==> src/rtl/sargantana_icache_line_fill.sv <==
// Line-fill buffer: gathers SET_WIDHT/BEAT_WIDTH response beats into one line, then writes it to the way-selected data memory (ICACHE_FILL_BYPASS_EN adds a fetch bypass port).
// Latency: the write cycle follows the last beat by one cycle; an error discard pulses fill_err_o at the same point.
// Backpressure: fill_ready_o only in IDLE without flush; beats have no backpressure and are dropped outside COLLECT.
module sargantana_icache_line_fill #(
    parameter int ICACHE_N_WAY = 4,
    parameter int SET_WIDHT    = 256,
    parameter int ADDR_WIDHT   = 6,
    parameter int BEAT_WIDTH   = 64
) (
    input  logic                    clk_i,
    input  logic                    rst_i,
    input  logic                    fill_valid_i,
    output logic                    fill_ready_o,
    input  logic [ADDR_WIDHT-1:0]   fill_idx_i,
    input  logic [ICACHE_N_WAY-1:0] fill_way_i,
    input  logic                    beat_valid_i,
    input  logic [BEAT_WIDTH-1:0]   beat_data_i,
    input  logic                    beat_err_i,
    input  logic                    flush_i,
    output logic [ICACHE_N_WAY-1:0] mem_req_o,
    output logic                    mem_we_o,
    output logic [SET_WIDHT-1:0]    mem_data_o,
    output logic [ADDR_WIDHT-1:0]   mem_addr_o,
    output logic                    fill_done_o,
    output logic                    fill_err_o,
    output logic                    busy_o
`ifdef ICACHE_FILL_BYPASS_EN
    ,
    output logic                    bypass_valid_o,
    output logic [SET_WIDHT-1:0]    bypass_data_o
`endif
);

    localparam int N_BEATS = SET_WIDHT / BEAT_WIDTH;
    localparam int CNT_W   = $clog2(N_BEATS);
    localparam logic [CNT_W-1:0] LAST_BEAT = CNT_W'(N_BEATS - 1);

    typedef enum logic [1:0] {IDLE, COLLECT, WRITE} state_t;

    state_t                  state_q, state_d;
    logic [ADDR_WIDHT-1:0]   idx_q, addr_q;
    logic [ICACHE_N_WAY-1:0] way_q;
    logic [CNT_W-1:0]        cnt_q;
    logic                    err_flag_q, fill_err_q;
    logic [SET_WIDHT-1:0]    line_q, line_d, data_q;
    logic                    accept, beat_take, last_beat, line_bad, write_ok;

    always_ff @(posedge clk_i) begin
        if (rst_i) state_q <= IDLE;
        else       state_q <= state_d;
    end

    always_comb begin
        state_d   = state_q;
        accept    = 1'b0;
        beat_take = 1'b0;
        last_beat = 1'b0;
        line_bad  = 1'b0;
        line_d    = line_q;
        line_d[int'(cnt_q)*BEAT_WIDTH +: BEAT_WIDTH] = beat_data_i;
        case (state_q)
            IDLE: begin
                if (fill_valid_i) begin
                    accept  = 1'b1;
                    state_d = COLLECT;
                end
            end
            COLLECT: begin
                if (beat_valid_i) begin
                    beat_take = 1'b1;
                    if (cnt_q == LAST_BEAT) begin
                        last_beat = 1'b1;
                        line_bad  = err_flag_q | beat_err_i;
                        state_d   = line_bad ? IDLE : WRITE;
                    end
                end
            end
            WRITE:   state_d = IDLE;
            default: state_d = IDLE;
        endcase
        if (flush_i) begin
            state_d = IDLE;
            accept  = 1'b0;
        end
        // Write-side strobes are gated combinationally so a same-cycle flush or reset kills them.
        write_ok     = (state_q == WRITE) && !flush_i && !rst_i;
        fill_ready_o = (state_q == IDLE) && !flush_i && !rst_i;
        busy_o       = (state_q != IDLE) && !rst_i;
        mem_req_o    = write_ok ? way_q : '0;
        mem_we_o     = write_ok;
        fill_done_o  = write_ok;
    end

    always_ff @(posedge clk_i) begin
        if (rst_i) begin
            idx_q      <= '0;
            way_q      <= '0;
            cnt_q      <= '0;
            err_flag_q <= 1'b0;
            fill_err_q <= 1'b0;
            line_q     <= '0;
            data_q     <= '0;
            addr_q     <= '0;
        end else begin
            fill_err_q <= last_beat && line_bad && !flush_i;
            if (accept) begin
                idx_q      <= fill_idx_i;
                way_q      <= fill_way_i;
                cnt_q      <= '0;
                err_flag_q <= 1'b0;
            end else if (beat_take) begin
                line_q     <= line_d;
                cnt_q      <= cnt_q + CNT_W'(1);
                err_flag_q <= err_flag_q | beat_err_i;
            end
            // Separate output copy so the next fill's beats do not disturb the held write data.
            if (last_beat && !line_bad && !flush_i) begin
                data_q <= line_d;
                addr_q <= idx_q;
            end
        end
    end

    assign mem_data_o = data_q;
    assign mem_addr_o = addr_q;
    assign fill_err_o = fill_err_q && !rst_i;

`ifdef ICACHE_FILL_BYPASS_EN
    assign bypass_valid_o = write_ok;
    assign bypass_data_o  = data_q;
`endif

endmodule

==> config.mk <==
export PLATFORM = sky130hd
export DESIGN_NAME = sargantana_icache_line_fill
export DESIGN_NICKNAME = d
export VERILOG_FILES = /design/src/rtl/sargantana_icache_line_fill.sv
export SDC_FILE = /design/constraint.sdc
export NUM_CORES = 1
export LEC_CHECK = 0
export BUFFER_PORTS_ARGS = -buffer_cell sky130_fd_sc_hd__clkbuf_2
export CAP_MARGIN = 30
export CORE_MARGIN = 2
export CORE_UTILIZATION = 56
export DETAILED_ROUTE_END_ITERATION = 10
export MAX_ROUTING_LAYER = met4
export PLACE_DENSITY = 0.84
export REMOVE_ABC_BUFFERS = 1
export SETUP_SLACK_MARGIN = 0.05
export SLEW_MARGIN = 0
export SYNTH_ARGS = -nofsm -noshare
export SYNTH_HDL_FRONTEND = slang
export SYNTH_SLANG_ARGS = --single-unit
==> constraint.sdc <==
create_clock -name clk_i -period 2.4 [get_ports clk_i]
set_clock_uncertainty 0.05 [all_clocks]
set_input_delay 0.24 -clock clk_i [delete_from_list [all_inputs] [get_ports clk_i]]
set_output_delay 0.24 -clock clk_i [all_outputs]
set_load 0.005 [all_outputs]
Word-level counts from Yosys, hierarchy flattened
Cells that the tools add are included.

Add/subtract/negate cells: 2. Multiply operators: 0. Div/mod/pow operators: 0. Order comparisons: 0. Eq/ne operators: 6. Shift operators: 2. Multiplexer cells: 18. Bitwise gates (word level): 2. Reduce and logical (&&, ||, !) cells: 19.

Operator list (number): bitwise mux 256 bit (1); variable shift 64 x 33 -> 256 bit (first input constant) (1); variable part select 64 x 33 -> 256 bit (1); negation 8 -> 33 bit (1); 2-to-1 mux 1 bit (11); logical AND 1 bit (10); 2-to-1 mux 2 bit (4); != test 2 bit (second input constant) (3); == test 2 bit (second input constant) (2); 2-to-1 mux 4 bit (1); one-hot mux 2 bit (2 select lines) (1); OR reduction 2 bit (2); logical NOT 1 bit (3); AND reduction 3 bit (1); adder 2 x 1 -> 2 bit (second input constant) (1); == test 2 x 1 -> 1 bit (second input constant) (1); logical NOT 2 bit (1); AND reduction 2 bit (1); nonzero test 2 bit (1); NOT 1 bit (1); OR 1 bit (1).

Bits in registers: 534. Latch bits: 0. Bits in writable memories: 0. Memory bits (read-only): 0. Output and inout port bits: 271. Word-level logic and storage cells: 58. Memories kept: 0.

Logic depth before layout (Yosys ltp)
Word-level depth: 7. Gate-level depth with buffers: 7. Depth with buffers taken out: 5.

Least setup slack after synthesis
Ideal clock, no wire load.

Path kind: flip-flop to flip-flop. Start point: reg cnt_q[0]. End point: reg line_q[132]. Library setup time: 0.146 ns. Arrival time: 1.763 ns. Setup slack: 0.441 ns. Stages on the path, launching flop included: 8. Path buffers: 2. Cell sequence: dfxtp_1 inv_1 ha_1 and3b_1 buf_2 buf_2 a32oi_1 a211oi_2.

Word-level cells in the longest chain between the ends: 3.

Ends and longest elaborated chain: from (decl) (RTL line 43) `logic [CNT_W-1:0] cnt_q;`; from (signal assigned) (RTL line 113) `cnt_q <= cnt_q + CNT_W'(1);`; negation 8 -> 33 bit * (RTL line 60) `line_d[int'(cnt_q)*BEAT_WIDTH +: BEAT_WIDTH] = beat_data_i;`; variable part select 64 x 33 -> 256 bit or variable shift 64 x 33 -> 256 bit (tied branches) (RTL line 60); bitwise mux 256 bit * (RTL line 60); to (signal assigned) (RTL line 112) `line_q <= line_d;`; to (decl) (RTL line 45) `logic [SET_WIDHT-1:0] line_q, line_d, data_q;`.

Every way passes the cells marked *; elsewhere a longest branch is shown, timed or not. A chain may end at the register's enable or synchronous reset.

Final worst setup path
Start point: reg cnt_q[1]. End point: reg state_q[1].

Word-level cells in the longest chain between the ends: 3.

Ends and longest elaborated chain: == test 2 bit (RTL line 71) `if (cnt_q == LAST_BEAT) begin`; != test 2 bit (no source line); AND reduction 3 bit (no source line); to (signal assigned) (RTL line 50) `else state_q <= state_d;`; to (decl) (RTL line 40) `state_t state_q, state_d;`.

No other way between the ends.

==> metrics.txt <==
CP endpoint kind flop; final setup margin 234 ps; die area 40300 um^2; vias per inst 6.57; initial core utilization 56.4%; Gate Count Post-Synth 2329; Peak VDD IR 0.586 mV; Yosys top cell area share 49.3%; Max Cap Viol 0; worst reg2reg setup slack 230 ps; Clk pwr share 45.3%; Total GRT Usage 32.2%; Final min period 2170 ps; DP HPWL 37300 um; Max Transition Viols Final 0; most frequent cells in the layout 534 x dfxtp_1, 472 x a211oi_1, 349 x clkbuf_2; slowest CP cell dlygate4sd3_1; grt ovf 0; Power Density 739 nW/um^2; largest net degree at the start of global routing 136; Switching Share 23.3%; CTS Buf Count 53; Detail Route Antenna Nets 0; Psw 4.40 mW; placement row count 72; fill count 2905; first-pass GRT wire length 104000 um; Hold Path Class in -> reg; utilization after layout 66.5%; CTS tree built; antenna violations before repair 2; measured slew at the worst slew-check pin 837 ps; routed wire length 65800 um; WS Path Type reg -> reg; Final setup viols 0; worst path required time 2880 ps; core area 38500 um^2; EDFF count, synth 0; distinct cell type count after synthesis 35; vias in the first global route 19300; YS warnings 0; Clk Latency, worst-skew pair 590 ps; synthesized area per cell 9.31 um^2; Pre-antenna DRT Iters 9; status finished, final reports clean; Cell Int Power 14.5 mW; port buffer count 350; RePlAce Congestion 0.824; Synth area leaders dfxtp_1 49%, a211oi_1 16%, a21oi_1 6.3%; ys flop type dfxtp_1; vias post-DR 20300; crit-path cells ha_2, nand4b_1, buf_4, or3_1, nor3_1, dlygate4sd3_1; area leader, netlist dfxtp_1; Max Clock Freq 462 MHz; CTS H-tree depth 2; CP max stage delay 580 ps; worst relative slew slack 44.2%; Reg power frac 48.3%; logic gate share of total power 6.4%; Clock transition at path regs 60 ps; NumNets Final 2611; synthesized flop and latch total 534; Hold Fails Final Rpt 0; DRC Markers 0; critical path peak fanout 7; Root Buffer clkbuf_16; Leakage 8.61 nW; ys async rst share 0%; crit path launch type flop; most common cell after layout, fill and taps aside dfxtp_1; I/O pin cnt 351; post-synthesis sequential area ratio 49.3%; crit share post-route 90.3%; clock sinks 534; die height 201 um; CTS Buffer Depth 3; drt wl/cell 21.3 um; layout cells sized above 1 21.9%; Die X 201 um; hold slack final 35.3 ps; Post-Place Setup Slack 313 ps; RSZ-0062 raised after global routing no; Iter 0 DRT Violations 1977; Layout area overhead 18.1%; total negative setup slack 0 ps; Arr. time, crit path 2640 ps; Mapped Area 21700 um^2
## sequential cells by signal (all words and copies together) (netlist names), 2 cells and up
name        flops
way_q           4
mem_data_o    256
mem_addr_o      6
line_q        256
state_q         2
idx_q           6
cnt_q           2
## cells in the mapped netlist (2+ instances only)
cell	count
a211oi_1	472
a211oi_2	40
a21oi_1	273
a31oi_1	128
a32oi_1	128
and2_1	4
and3b_1	4
buf_1	9
buf_2	129
buf_4	40
clkbuf_1	112
dfxtp_1	534
ha_1	6
inv_1	4
nand2_1	20
nand3_1	7
nor2_1	261
nor2b_1	129
nor3_1	5
nor4_1	2
o21ai_0	7
or3_1	2
## per-layer routing
metal  vias up  track usage (%)  routed length (um)
met1      9691             42.3               26800
met4         0             13.6                2260
met3       188             5.83                6160
met2      1177             49.1               30600
li1       9223                -                   -
met5         -                -                   0
## power by group through the flow
stage	Clock, mW	Combinational, mW	Sequential [mW]
2_1_floorplan	0	0.746	9.30
4_1_cts	8.61	1.18	9.13
6_report	8.56	1.21	9.13
3_5_place_dp	0	1.15	9.32
5_1_grt	8.97	1.31	9.15
3_3_place_gp	0	1.11	9.31
## metrics by stage
| step | total power, mW | cells | cell area (um^2) |
|---|---|---|---|
| 2_1_floorplan | 10.1 | 2038 | 20300 |
| 3_3_place_gp | 10.4 | 2972 | 23600 |
| 3_5_place_dp | 10.5 | 2972 | 23600 |
| 4_1_cts | 18.9 | 3083 | 25600 |
| 5_1_grt | 19.4 | 3086 | 25600 |
| 6_report | 18.9 | 3087 | 25600 |
## path summary, 6_finish.rpt
check                                startpoint         endpoint  cells past startpoint
worst min-delay path            beat_data_i[52]  mem_data_o[116]                      3
worst min register to register         idx_q[3]         idx_q[3]                      2
worst max register to register         cnt_q[1]       state_q[1]                      6
worst max-delay path                   cnt_q[1]       state_q[1]                      6
## area by class of cell
cell class              instances  area (um^2)  area share, %
repair buffers                432         2820           11.0
diodes                          3         7.51         0.0293
flip-flops and latches        534        10700           41.8
well taps                     518          648           2.53
inverters                       5         18.8         0.0733
clock buffers                  79         1610           6.31
multi-input cells            1499         9610           37.6
clock inverters                17          188          0.733
## cells by family after synthesis
logic type | after synthesis | share of synthesized area [%]
AOI/OAI and AO/OA | 1048 | 34.0
DFF | 534 | 49.3
and+or+nand+nor | 443 | 9.67
buffers and inverters | 296 | 6.60
adders and majority gates | 6 | 0.346
xor gates and xnor gates | 1 | 0.0404
muxes | 1 | 0.0462
## critical path, delay by kind of cell, from the launching register on
family,cells,cell delay [ps]
buffers and inverters,2,790
and+or+nand+nor,3,610
DFF,1,410
adders and majority gates,1,240
## timing repair
item,in CTS,in global routing
endpoints found under the hold margin,16,0
resized for setup,0,1
hold buffers,15,0
setup buffers,0,1
endpoints found under the setup margin,0,1
(Power assumes the default switching activity.)
